File: config.mk
export PLATFORM = sky130hd
export DESIGN_NAME = uart_cmd_sequencer_flat
export DESIGN_NICKNAME = d
export VERILOG_FILES = /design/src/rtl/uart_cmd_pkg.sv /design/src/rtl/uart_cmd_sequencer_if.sv /design/src/rtl/cmd_timeout_timer.sv /design/src/rtl/uart_cmd_sequencer.sv /design/src/flat_wrapper.sv
export SDC_FILE = /design/constraint.sdc
export NUM_CORES = 1
export LEC_CHECK = 0
export CAP_MARGIN = 5
export CORE_MARGIN = 2
export CORE_UTILIZATION = 50
export DETAILED_ROUTE_END_ITERATION = 8
export PLACE_DENSITY = 0.8
export SETUP_SLACK_MARGIN = 0.2
export SYNTH_ARGS = -nofsm -noshare
export SYNTH_HDL_FRONTEND = slang
export SYNTH_SLANG_ARGS = --single-unit
File: constraint.sdc
create_clock -name clk -period 4.5 [get_ports clk]
set_clock_uncertainty 0.2 [all_clocks]
set_input_delay 0.9 -clock clk [delete_from_list [all_inputs] [get_ports clk]]
set_output_delay 0.9 -clock clk [all_outputs]
set_load 0.005 [all_outputs]
File: src/rtl/uart_cmd_pkg.sv
// Shared types and character constants for the UART command sequencer.
package uart_cmd_pkg;

    typedef enum logic [2:0] {IDLE, COLLECT, CHECK, ACK} seq_state_t;

    localparam logic [7:0] CHAR_CR          = 8'h0D;
    localparam logic [7:0] CHAR_LF          = 8'h0A;
    localparam logic [7:0] DEFAULT_ACK_CHAR = 8'h4B;
    localparam logic [7:0] DEFAULT_NAK_CHAR = 8'h3F;

    function automatic logic is_terminator(input logic [7:0] ch);
        return (ch == CHAR_CR) || (ch == CHAR_LF);
    endfunction

endpackage

File: src/rtl/uart_cmd_sequencer_if.sv
// RX byte intake and TX ACK/NAK handshake between the UART and the command sequencer.
interface uart_cmd_sequencer_if #(parameter int DATA_WIDTH = 8);

    logic                  rx_valid;
    logic [DATA_WIDTH-1:0] rx_data;
    logic                  tx_ready;
    logic                  tx_valid;
    logic [DATA_WIDTH-1:0] tx_data;

    modport master (output rx_valid, rx_data, tx_ready, input tx_valid, tx_data);
    modport slave  (input rx_valid, rx_data, tx_ready, output tx_valid, tx_data);

endinterface

File: src/rtl/cmd_timeout_timer.sv
// Idle-cycle counter; expired is high while the count sits at its last value.
module cmd_timeout_timer #(
    parameter int TIMEOUT_CYCLES = 1_000_000
) (
    input  logic clk,
    input  logic reset_n,
    input  logic clear,
    input  logic tick,
    output logic expired
);

    localparam int            TW   = (TIMEOUT_CYCLES > 1) ? $clog2(TIMEOUT_CYCLES) : 1;
    localparam logic [TW-1:0] LAST = TW'(TIMEOUT_CYCLES - 1);

    logic [TW-1:0] count;

    always_ff @(posedge clk or negedge reset_n) begin
        if (!reset_n) begin
            count <= '0;
        end else if (clear) begin
            count <= '0;
        end else if (tick && !expired) begin
            count <= count + 1'b1;
        end
    end

    assign expired = (count == LAST);

endmodule

File: src/rtl/uart_cmd_sequencer.sv
// Frames UART RX bytes into a fixed-length command window, strobes the matcher and returns ACK/NAK.
module uart_cmd_sequencer
    import uart_cmd_pkg::*;
#(
    parameter int                    DATA_WIDTH      = 8,
    parameter int                    CHARACTER_COUNT = 10,
    parameter int                    TIMEOUT_CYCLES  = 1_000_000,
    parameter logic [DATA_WIDTH-1:0] ACK_CHAR        = DATA_WIDTH'(DEFAULT_ACK_CHAR),
    parameter logic [DATA_WIDTH-1:0] NAK_CHAR        = DATA_WIDTH'(DEFAULT_NAK_CHAR)
) (
    input  logic                                  clk,
    input  logic                                  reset_n,
    input  logic                                  ena,
    uart_cmd_sequencer_if.slave                   uart,
    output logic [DATA_WIDTH*CHARACTER_COUNT-1:0] sr_data,
    output logic                                  check_strobe,
    output logic                                  busy,
    output logic                                  overrun,
    output logic [7:0]                            frame_err_cnt
);

    localparam int            SW       = DATA_WIDTH * CHARACTER_COUNT;
    localparam int            CW       = $clog2(CHARACTER_COUNT + 2);
    localparam logic [CW-1:0] CNT_FULL = CW'(CHARACTER_COUNT);
    localparam logic [CW-1:0] CNT_MAX  = CW'(CHARACTER_COUNT + 1);

    seq_state_t            state, next_state;
    logic [CW-1:0]         char_cnt;
    logic [DATA_WIDTH-1:0] tx_char;
    logic                  rx_fire, rx_term, rx_char, frame_full;
    logic                  timer_clear, timer_tick, expired;

    assign rx_fire    = ena && uart.rx_valid;
    assign rx_term    = is_terminator(uart.rx_data[7:0]);
    assign rx_char    = rx_fire && !rx_term;
    assign frame_full = (char_cnt == CNT_FULL);

    // The timer only runs while collecting and no byte arrives; any byte restarts it.
    assign timer_clear = ena && ((state != COLLECT) || uart.rx_valid);
    assign timer_tick  = ena && (state == COLLECT) && !uart.rx_valid;

    cmd_timeout_timer #(.TIMEOUT_CYCLES(TIMEOUT_CYCLES)) u_timer (
        .clk     (clk),
        .reset_n (reset_n),
        .clear   (timer_clear),
        .tick    (timer_tick),
        .expired (expired)
    );

    always_ff @(posedge clk or negedge reset_n) begin
        if (!reset_n) begin
            state <= IDLE;
        end else if (ena) begin
            state <= next_state;
        end
    end

    always_comb begin
        next_state = state;
        case (state)
            IDLE:    if (rx_char) next_state = COLLECT;
            COLLECT: begin
                if (rx_fire && rx_term) begin
                    next_state = frame_full ? CHECK : ACK;
                end else if (!rx_fire && expired) begin
                    next_state = IDLE;
                end
            end
            CHECK:   next_state = ACK;
            ACK:     if (uart.tx_ready) next_state = IDLE;
            default: next_state = IDLE;
        endcase
    end

    always_comb begin
        check_strobe  = ena && (state == CHECK);
        busy          = (state != IDLE);
        uart.tx_valid = (state == ACK);
        uart.tx_data  = tx_char;
    end

    // The reply byte is chosen when the terminator lands, so it is already stable in ACK.
    always_ff @(posedge clk or negedge reset_n) begin
        if (!reset_n) begin
            sr_data       <= '0;
            char_cnt      <= '0;
            tx_char       <= '0;
            overrun       <= 1'b0;
            frame_err_cnt <= '0;
        end else if (ena) begin
            case (state)
                IDLE: begin
                    if (rx_char) begin
                        sr_data  <= {sr_data[SW-DATA_WIDTH-1:0], uart.rx_data};
                        char_cnt <= CW'(1);
                    end
                end
                COLLECT: begin
                    if (rx_char) begin
                        sr_data <= {sr_data[SW-DATA_WIDTH-1:0], uart.rx_data};
                        if (char_cnt != CNT_MAX) char_cnt <= char_cnt + 1'b1;
                    end else if (rx_fire) begin
                        if (frame_full) begin
                            tx_char <= ACK_CHAR;
                        end else begin
                            tx_char <= NAK_CHAR;
                            if (frame_err_cnt != 8'hFF) frame_err_cnt <= frame_err_cnt + 1'b1;
                        end
                    end else if (expired) begin
                        sr_data  <= '0;
                        char_cnt <= '0;
                    end
                end
                CHECK: begin
                    if (rx_fire) overrun <= 1'b1;
                end
                ACK: begin
                    if (rx_fire) overrun <= 1'b1;
                    if (uart.tx_ready) begin
                        sr_data  <= '0;
                        char_cnt <= '0;
                    end
                end
                default: ;
            endcase
        end
    end

endmodule

File: src/flat_wrapper.sv
// flat-port wrapper written by rule: the top's interface ports become plain ports
module uart_cmd_sequencer_flat import uart_cmd_pkg::*;
#(
    parameter int                    DATA_WIDTH      = 8,
    parameter int                    CHARACTER_COUNT = 10,
    parameter int                    TIMEOUT_CYCLES  = 1_000_000,
    parameter logic [DATA_WIDTH-1:0] ACK_CHAR        = DATA_WIDTH'(DEFAULT_ACK_CHAR),
    parameter logic [DATA_WIDTH-1:0] NAK_CHAR        = DATA_WIDTH'(DEFAULT_NAK_CHAR)
)
  (clk, reset_n, ena, sr_data, check_strobe, busy, overrun, frame_err_cnt, uart_rx_valid, uart_rx_data, uart_tx_ready, uart_tx_valid, uart_tx_data);
  uart_cmd_sequencer_if #(.DATA_WIDTH(DATA_WIDTH)) uart_i ();
  input  logic clk;
  input  logic reset_n;
  input  logic ena;
  output logic [DATA_WIDTH*CHARACTER_COUNT-1:0] sr_data;
  output logic check_strobe;
  output logic busy;
  output logic overrun;
  output logic [7:0] frame_err_cnt;
  input wire logic [$bits(uart_i.rx_valid)-1:0] uart_rx_valid;
  input wire logic [$bits(uart_i.rx_data)-1:0] uart_rx_data;
  input wire logic [$bits(uart_i.tx_ready)-1:0] uart_tx_ready;
  output wire logic [$bits(uart_i.tx_valid)-1:0] uart_tx_valid;
  output wire logic [$bits(uart_i.tx_data)-1:0] uart_tx_data;
  assign uart_i.rx_valid = uart_rx_valid;
  assign uart_i.rx_data = uart_rx_data;
  assign uart_i.tx_ready = uart_tx_ready;
  assign uart_tx_valid = uart_i.tx_valid;
  assign uart_tx_data = uart_i.tx_data;
  uart_cmd_sequencer #(.DATA_WIDTH(DATA_WIDTH), .CHARACTER_COUNT(CHARACTER_COUNT), .TIMEOUT_CYCLES(TIMEOUT_CYCLES), .ACK_CHAR(ACK_CHAR), .NAK_CHAR(NAK_CHAR)) u_core (.clk(clk), .reset_n(reset_n), .ena(ena), .uart(uart_i), .sr_data(sr_data), .check_strobe(check_strobe), .busy(busy), .overrun(overrun), .frame_err_cnt(frame_err_cnt));
endmodule
=== Word level (Yosys, flattened, before mapping) ===
Cells that the tools add are included.

* Register bits after elaboration: 124
* Word-level logic and storage cells: 76
* Input port bits: 13
* Bits in latches: 0
* Memory bits (writable): 0
* Bits in read-only memories: 0
* Output and inout bits: 100
* Memories: 0

* Magnitude comparators: 0
* Shifts and indexed selects: 0
* Mux-type cells: 22
* Add/sub/neg operators: 3
* Multiply operators: 0
* Divide/modulo/power cells: 0
* Reduce and logical (&&, ||, !) cells: 26
* Equal/unequal tests: 16
* Bitwise operators: 2

{| class="wikitable"
|+ Operator list
! kind !! count
|-
| $mux 80 || 5
|-
| $pmux 80 s3 || 1
|-
| $mux 20 || 2
|-
| $mux 4 || 6
|-
| $add 20x1->20 const B || 1
|-
| $eq 20x20->1 const B || 1
|-
| $eq 8x4->1 const B || 2
|-
| $mux 3 || 4
|-
| $pmux 3 s4 || 1
|-
| $pmux 4 s3 || 1
|-
| $reduce_and 6->1 || 2
|-
| $logic_and 1x1->1 || 9
|-
| $ne 3x3->1 const B || 3
|-
| $add 8x1->8 const B || 1
|-
| $ne 8x8->1 const B || 1
|-
| $reduce_and 4->1 || 2
|-
| $mux 7 || 1
|-
| $reduce_and 7->1 || 1
|-
| $eq 3x2->1 const B || 2
|-
| $ne 3x1->1 const B || 2
|-
| $reduce_bool 3->1 || 2
|-
| $add 4x1->4 const B || 1
|-
| $eq 4x4->1 const B || 1
|-
| $logic_not 1->1 || 4
|-
| 11 further kinds || 13
|}

=== Longest topological paths before layout ===
Gate-level depths: netlist (run 1).

* Word-level depth: 6
* Depth in mapped cells: 8
* Depth with buffers taken out: 7

=== By module ===
A second synthesis (run 1) with hierarchy kept.

* Cell total of the unflattened synthesis: 401
* Area total of the unflattened synthesis: 5157.4 µm²

{| class="wikitable"
|+ Modules (own cells, without submodules)
! module !! cells each !! area an instance (µm²) !! instances !! sequential area each (µm²)
|-
| uart_cmd_sequencer || 288 || 4058.9 || 1 || 2452.4
|-
| cmd_timeout_timer || 113 || 1098.6 || 1 || 500.5
|}

=== Worst setup path before layout (run 1) ===
OpenSTA, ideal clock, no wires.

* Path type: input-to-reg
* Start: input ena
* End: register u_core.frame_err_cnt[1]
* Cell stages on the path: 5
* Setup time: 125 ps
* Arrival: 2417 ps
* Data required time: 4175 ps
* Setup slack: 1758 ps
* Buffers on the path: 1
* Cell sequence: clkbuf_1 > and4b_1 > o2111ai_1 > a311oi_2 > mux2_2

* Word-level cells in the longest chain between the ends: 4

{| class="wikitable"
|+ RTL lines
! element !! line !! source
|-
| start, declared || flat_wrapper.sv:14 || <nowiki>input logic ena;</nowiki>
|-
| $logic_and 1x1->1 || uart_cmd_sequencer.sv:33 || <nowiki>assign rx_fire = ena && uart.rx_valid;</nowiki>
|-
| $logic_and 1x1->1 || uart_cmd_sequencer.sv:35 || <nowiki>assign rx_char = rx_fire && !rx_term;</nowiki>
|-
| $not 1->1 (no line) || -- ||
|-
| $reduce_and 6->1 (no line) * || -- ||
|-
| end signal, assigned || uart_cmd_sequencer.sv:107 || <nowiki>if (frame_err_cnt != 8'hFF) frame_err_cnt <= frame_err_cnt + 1'b1;</nowiki>
|-
| end, declared || uart_cmd_sequencer.sv:19 || <nowiki>output logic [7:0] frame_err_cnt</nowiki>
|}

Every way passes the cells marked *; elsewhere a longest branch is shown, timed or not.
A chain may end at the register's enable or synchronous reset.

=== Worst setup path after layout (run 1) ===
* Start: input ena
* End: output check_strobe

* Word-level cells in the longest chain between the ends: 1

{| class="wikitable"
|+ RTL lines
! element !! line !! source
|-
| $logic_and 1x1->1 || uart_cmd_sequencer.sv:76 || <nowiki>check_strobe = ena && (state == CHECK);</nowiki>
|-
| end, declared || flat_wrapper.sv:16 || <nowiki>output logic check_strobe;</nowiki>
|}

Every way passes these cells.

==> results.toml, run 1 <==
[detailed_routing]
wirelength_um = 11300
dr.pass1.iters = 4
dr_total_vias = 3663
viasPerCell = 5.67
wl_per_cell_um = 17.5
ant_nets = 0
drc = 0
drtIter0Drc = 180

[sta]
setup_tns_ns = 0
finalHoldViolCount = 0
whs_ns = 0.272
setup_ws_ns = 0.929
period_share = 0.793
setup_violations = 0
worstMarginPinSlew_ns = 0.791
slew_headroom = 0.469
period_minus_slack_ns = 3.57
timing.fmax_mhz = 280
slew_violations = 0
rsz0062_at_grt = "no"

[finish]
syn_to_final_growth_pct = 35.9
fill_cells = 670
insertedDiodeCount = 0
drive_above_1_share = 0.0936
fin_nets = 517

[yosys]
yosysWarnings = 0
syn_area_sq_mm = 0.00493
synth_top_flop_cell = "dfrtp_1"
synth_edf_count = 0
syn_avg_cell_area_sq_um = 12.5
syn_nets = 410
seq_area_frac_synth = 0.599
synth_seq_cells = 118
async_flop_share = 1.00
synth_cells = 393
ys_types = 50

[floorplan]
die_h_um = 103
core_sq_mm = 0.00968
boundaryPins = 113
die_w_um = 103
dieArea_sq_mm = 0.0107
fp-row-count = 36
start_util = 0.509

[critical_path]
cp_data_arrival_time_ns = 2.47
cp-end-kind = "output port"
crit_path_max_fanout = 17
critPathLaunchType = "input port"
path_class = "input port to output port"
worst_ep_required_time_ns = 3.40

[clocking]
cts_hold_buf = 0
clkTransAtPathRegs_ns = 0.05
cts-htree-levels = 4
cts-buffers-inserted = 17
cts_tree = "built"
cts_resized = 0
post_cts_buffers = 0
cts-root-buf = "clkbuf_8"
clock_sinks = 118
cts_max_path_buffers = 2
clock_latency_ns = 0.51

[placed_design]
io_buffers = 111
preCtsSetupSlack_ns = 0.905
dp_hpwl_um = 7400
gp_congestion = 0.874

[power_and_ir_drop]
p_leak_uw = 0.00298
seqPwrFrac = 0.388
power.density_mw_per_mm2 = 680
p_int_uw = 3270
irDropWorstVdd_mv = 0.417
clkPwrFrac = 0.311
comb_power_share = 0.301
switching_power_uw = 1280
switching_share = 0.282

[grt]
grt_max_degree = 64
grt_overflow = 0
use_met1 = 0.309
antenna_found_initial = 0
grt_usage = 0.221
grt_pass1_vias = 3615
grt-busiest-layer = "met2"
grtUsageMet2 = 0.330
grt_pass1_wl_um = 18200
grt_util_met3 = 0.0638

[run]
drv_cap = 0

[run_status]
outcome = "complete, no violations"

[min_path]
hp-class = "input port to async pin"
cells in the final DEF, fill, tap and decap left out, drive strengths merged, types with 3 or more instances in the layout:
cell,synthesis,routed
a21o,3,3
a22o,80,80
and3,6,6
and3b,3,3
buf,18,7
bufinv,0,4
clkbuf,11,19
clkdlybuf4s50,0,110
clkinv,0,6
dfrtp,118,118
ha,4,4
inv,6,9
nand2,18,18
nand3,8,8
nand4,8,8
nor2,27,27
nor2b,3,3
nor3,6,6
nor3b,3,3
o2111ai,3,3
o211ai,6,6
o21ai,5,5
or2,3,3
xnor2,12,12
xor2,12,12
final cells by class:
type	count	area, sq um	share of cell area
Multi-Input combinational cell	240	1760	0.263
Clock inverter	13	195	0.0292
Timing Repair Buffer	117	1170	0.174
Tap cell	133	166	0.0249
Clock buffer	19	432	0.0645
Sequential cell	118	2950	0.441
Inverter	6	22.5	0.00336
final timing paths:
path | start | end | slack [ns] | depth (start not counted)
setup / recovery | ena | check_strobe | 0.93 | 3
hold / removal | reset_n | u_core.sr_data[77] | 0.27 | 1
setup reg to reg | u_core.u_timer.count[0] | u_core.sr_data[61] | 1.68 | 7
hold reg to reg | u_core.overrun | u_core.overrun | 0.29 | 1
max in group asynchronous | reset_n | u_core.sr_data[74] | 2.93 | 2
min in group clk | u_core.overrun | u_core.overrun | 0.29 | 1
kinds of logic after synthesis:
group           Yosys count  synth area share
buf+inv                  35            0.0439
other cells               1          0.000761
xor+xnor                 24            0.0427
compound gates          108             0.188
simple gates            100             0.108
mux                       3           0.00660
fa+ha+maj                 4            0.0102
flops                   118             0.599
power by group through the flow:
stage	logic, uW	clock network (uW)	registers, uW
6_report	1370	1410	1770
3_5_place_dp	1370	0	1780
4_1_cts	1390	1430	1770
5_1_grt	1490	1480	1820
2_1_floorplan	537	0	1730
3_3_place_gp	1330	0	1760
layer usage:
| metal | up-vias | share of wire |
|---|---|---|
| li1 | 1667 | - |
| met1 | 1845 | 0.46 |
| met2 | 137 | 0.46 |
| met3 | 14 | 0.067 |
| met4 | 0 | 0.014 |
| met5 | - | 0 |
synth_stat cells (3+ instances only):
cell	instances	area, sq um
a21o_1	3	22.5
nor2_1	27	101
nor3b_1	3	22.5
clkbuf_1	11	41.3
buf_6	8	90.1
o21ai_0	5	25.0
nor2b_1	3	18.8
dfrtp_1	118	2950
inv_1	6	22.5
xor2_1	12	105
nor3_1	6	30.0
and3_1	6	37.5
or2_2	3	18.8
nand2_1	17	63.8
buf_2	5	25.0
a22o_1	80	701
o211ai_1	6	45.0
nand4_1	8	50.1
and3b_1	3	26.3
buf_4	5	37.5
xnor2_1	12	105
nand3_1	8	40.0
ha_1	4	50.1
worst max-delay path, cell delays in order:
cell and delay, ns:
clkdlybuf4s50_1 0.79, nor3b_1 0.24, clkdlybuf4s50_1 0.53
per-stage QoR:
step / cells / util / area, sq um / total power (uW)
floorplan: 393 / - / 4930 / 2270
global placement: 614 / 0.626 / 6070 / 3090
detailed placement: 614 / 0.626 / 6070 / 3150
CTS: 646 / 0.691 / 6690 / 4590
global route: 646 / 0.691 / 6690 / 4790
finish: 646 / 0.691 / 6690 / 4550
sequential cells by signal, indices dropped and copies added, names as in the netlist:
| name | count |
|---|---|
| u_core.frame_err_cnt | 8 |
| u_core.char_cnt | 4 |
| u_core.sr_data | 80 |
| u_core.u_timer.count | 20 |
| u_core.uart.tx_data | 3 |
| u_core.overrun | 1 |
| u_core.state | 2 |
Power figures use the tool's default switching activity.
==> run 2, diff against run 1 <==
--- a/config.mk
+++ b/config.mk
@@ -7,9 +7,9 @@
 export LEC_CHECK = 0
 export CAP_MARGIN = 5
 export CORE_MARGIN = 2
-export CORE_UTILIZATION = 50
+export CORE_UTILIZATION = 45
 export DETAILED_ROUTE_END_ITERATION = 8
-export PLACE_DENSITY = 0.8
+export PLACE_DENSITY = 0.76
 export SETUP_SLACK_MARGIN = 0.2
 export SYNTH_ARGS = -nofsm -noshare
 export SYNTH_HDL_FRONTEND = slang
==> constraint.sdc (replaced) <==
create_clock -name clk -period 3.26 [get_ports clk]
set_clock_uncertainty 0.2 [all_clocks]
set_input_delay 0.652 -clock clk [delete_from_list [all_inputs] [get_ports clk]]
set_output_delay 0.652 -clock clk [all_outputs]
set_load 0.005 [all_outputs]
==> run 2 against run 1 <==
Net effect:
- first-iteration DRC count is 23% lower
- via count decreased by 1.7%
- total power rose by 37%
- clock-buffer cell count is 2 lower
- largest power group unchanged
- clock power grew 34%
- cell count increased by 2.2%
==> results.toml, run 2 (synthesis gave the netlist of run 1 again) <==
[run_status]
outcome = "complete, no violations"

[min_path]
hp-class = "input port to async pin"

[finish]
design_area_sq_mm = 0.00677
largest_reg_flops = 80
fin_nets = 524
insertedDiodeCount = 0
final_common_cell = "dfrtp_1"
largest_registers = "u_core.sr_data: 80 flops, u_core.u_timer.count: 20 flops, u_core.frame_err_cnt: 8 flops"
regMostFlops = "u_core.sr_data"
drive_above_1_share = 0.108
fin_cells = 660
layout_common_cells = "118 x dfrtp_1, 110 x clkdlybuf4s50_1, 80 x a22o_1"
syn_to_final_growth_pct = 37.4
fill_cells = 868

[sta]
finalHoldViolCount = 0
rsz0062_at_grt = "no"
timing.fmax_mhz = 366
setup_ws_ns = 0.524
setup_violations = 0
setup_tns_ns = 0
worstMarginPinSlew_ns = 0.812
slew_headroom = 0.459
period_share = 0.839
slew_violations = 0
period_minus_slack_ns = 2.74

[clocking]
clock_sinks = 118
clkTransAtPathRegs_ns = 0.06
cts_hold_buf = 0
cts_max_path_buffers = 2
cts-htree-levels = 4
cts_resized = 0
clock_latency_ns = 0.51
cts_tree = "built"
cts-buffers-inserted = 17
cts-root-buf = "clkbuf_8"
post_cts_buffers = 0

[critical_path]
critPathLaunchType = "input port"
worst_ep_required_time_ns = 2.41
cp-end-kind = "output port"
cp_data_arrival_time_ns = 1.88
crit_path_max_fanout = 4
reg2reg_depth = 7
rrSetupSlack_ns = 0.77
r2r_start = "u_core.u_timer.count[0]"
path_class = "input port to output port"
r2r_end = "u_core.sr_data[39]"

[power_and_ir_drop]
irDropWorstVdd_mv = 0.399
p_leak_uw = 0.00302
finalPower_uw = 6220
power.density_mw_per_mm2 = 919

[placed_design]
placed_cell_area_sq_mm = 0.00617
io_buffers = 111
dp_hpwl_um = 7420
dp_cells = 628
gp_congestion = 0.838
preCtsSetupSlack_ns = 0.356

[floorplan]
start_util = 0.459
core_sq_mm = 0.0107
die_h_um = 109
boundaryPins = 113
die_w_um = 109
fp-row-count = 38
dieArea_sq_mm = 0.0118

[grt]
grt_overflow = 0
grt_pass1_vias = 3685
grt_max_degree = 65
grt_usage = 0.203
antenna_found_initial = 0
grt_pass1_wl_um = 18500

[detailed_routing]
drtIter0Drc = 138
dr.pass1.iters = 4
wl_per_cell_um = 16.6
wirelength_um = 10900
dr_total_vias = 3600
drc = 0
ant_nets = 0
viasPerCell = 5.45

[run]
drv_cap = 0
[run 2: how the worst max path moves through the flow]
stage,startpoint,endpoint,slack [ns]
detailed placement,uart_rx_data[1],u_core.sr_data[76],0.36
finish,ena,check_strobe,0.52
floorplan,ena,u_core.frame_err_cnt[1],0.77
CTS,u_core.state[1],check_strobe,0.52
global route,u_core.state[1],check_strobe,0.36
global placement,uart_rx_data[1],u_core.sr_data[69],0.38
[run 2: layout make-up]
cell class / count / area, sq um / area share
inverters: 6 / 22.5 / 0.00333
repair buffers: 124 / 1260 / 0.186
flip-flops and latches: 118 / 2950 / 0.436
multi-input cells: 240 / 1760 / 0.260
well taps: 140 / 175 / 0.0259
clock buffers: 17 / 414 / 0.0612
clock inverters: 15 / 191 / 0.0283
[run 2: through the flow]
step | hold WS, ns | utilization
2_1_floorplan | 0.156 | -
3_3_place_gp | 0.279 | 0.574
4_1_cts | 0.0455 | 0.630
3_5_place_dp | 0.290 | 0.574
6_report | 0.0280 | 0.630
5_1_grt | 0.0840 | 0.630
[run 2: worst max-delay path, stage by stage]
cell and delay [ns]:
clkdlybuf4s50_1 0.50, nor3b_1 0.19, clkdlybuf4s50_1 0.53
[run 2: per-layer routing]
metal,track usage,share of wire
met5,0,0
met4,0.0632,0.010
met3,0.0604,0.052
met2,0.314,0.47
met1,0.276,0.46
[run 2: power breakdown]
part	switching (uW)	leakage, uW	internal (uW)
clock network	710	0.000292	1180
logic	599	0.00116	1290
registers	473	0.00156	1970
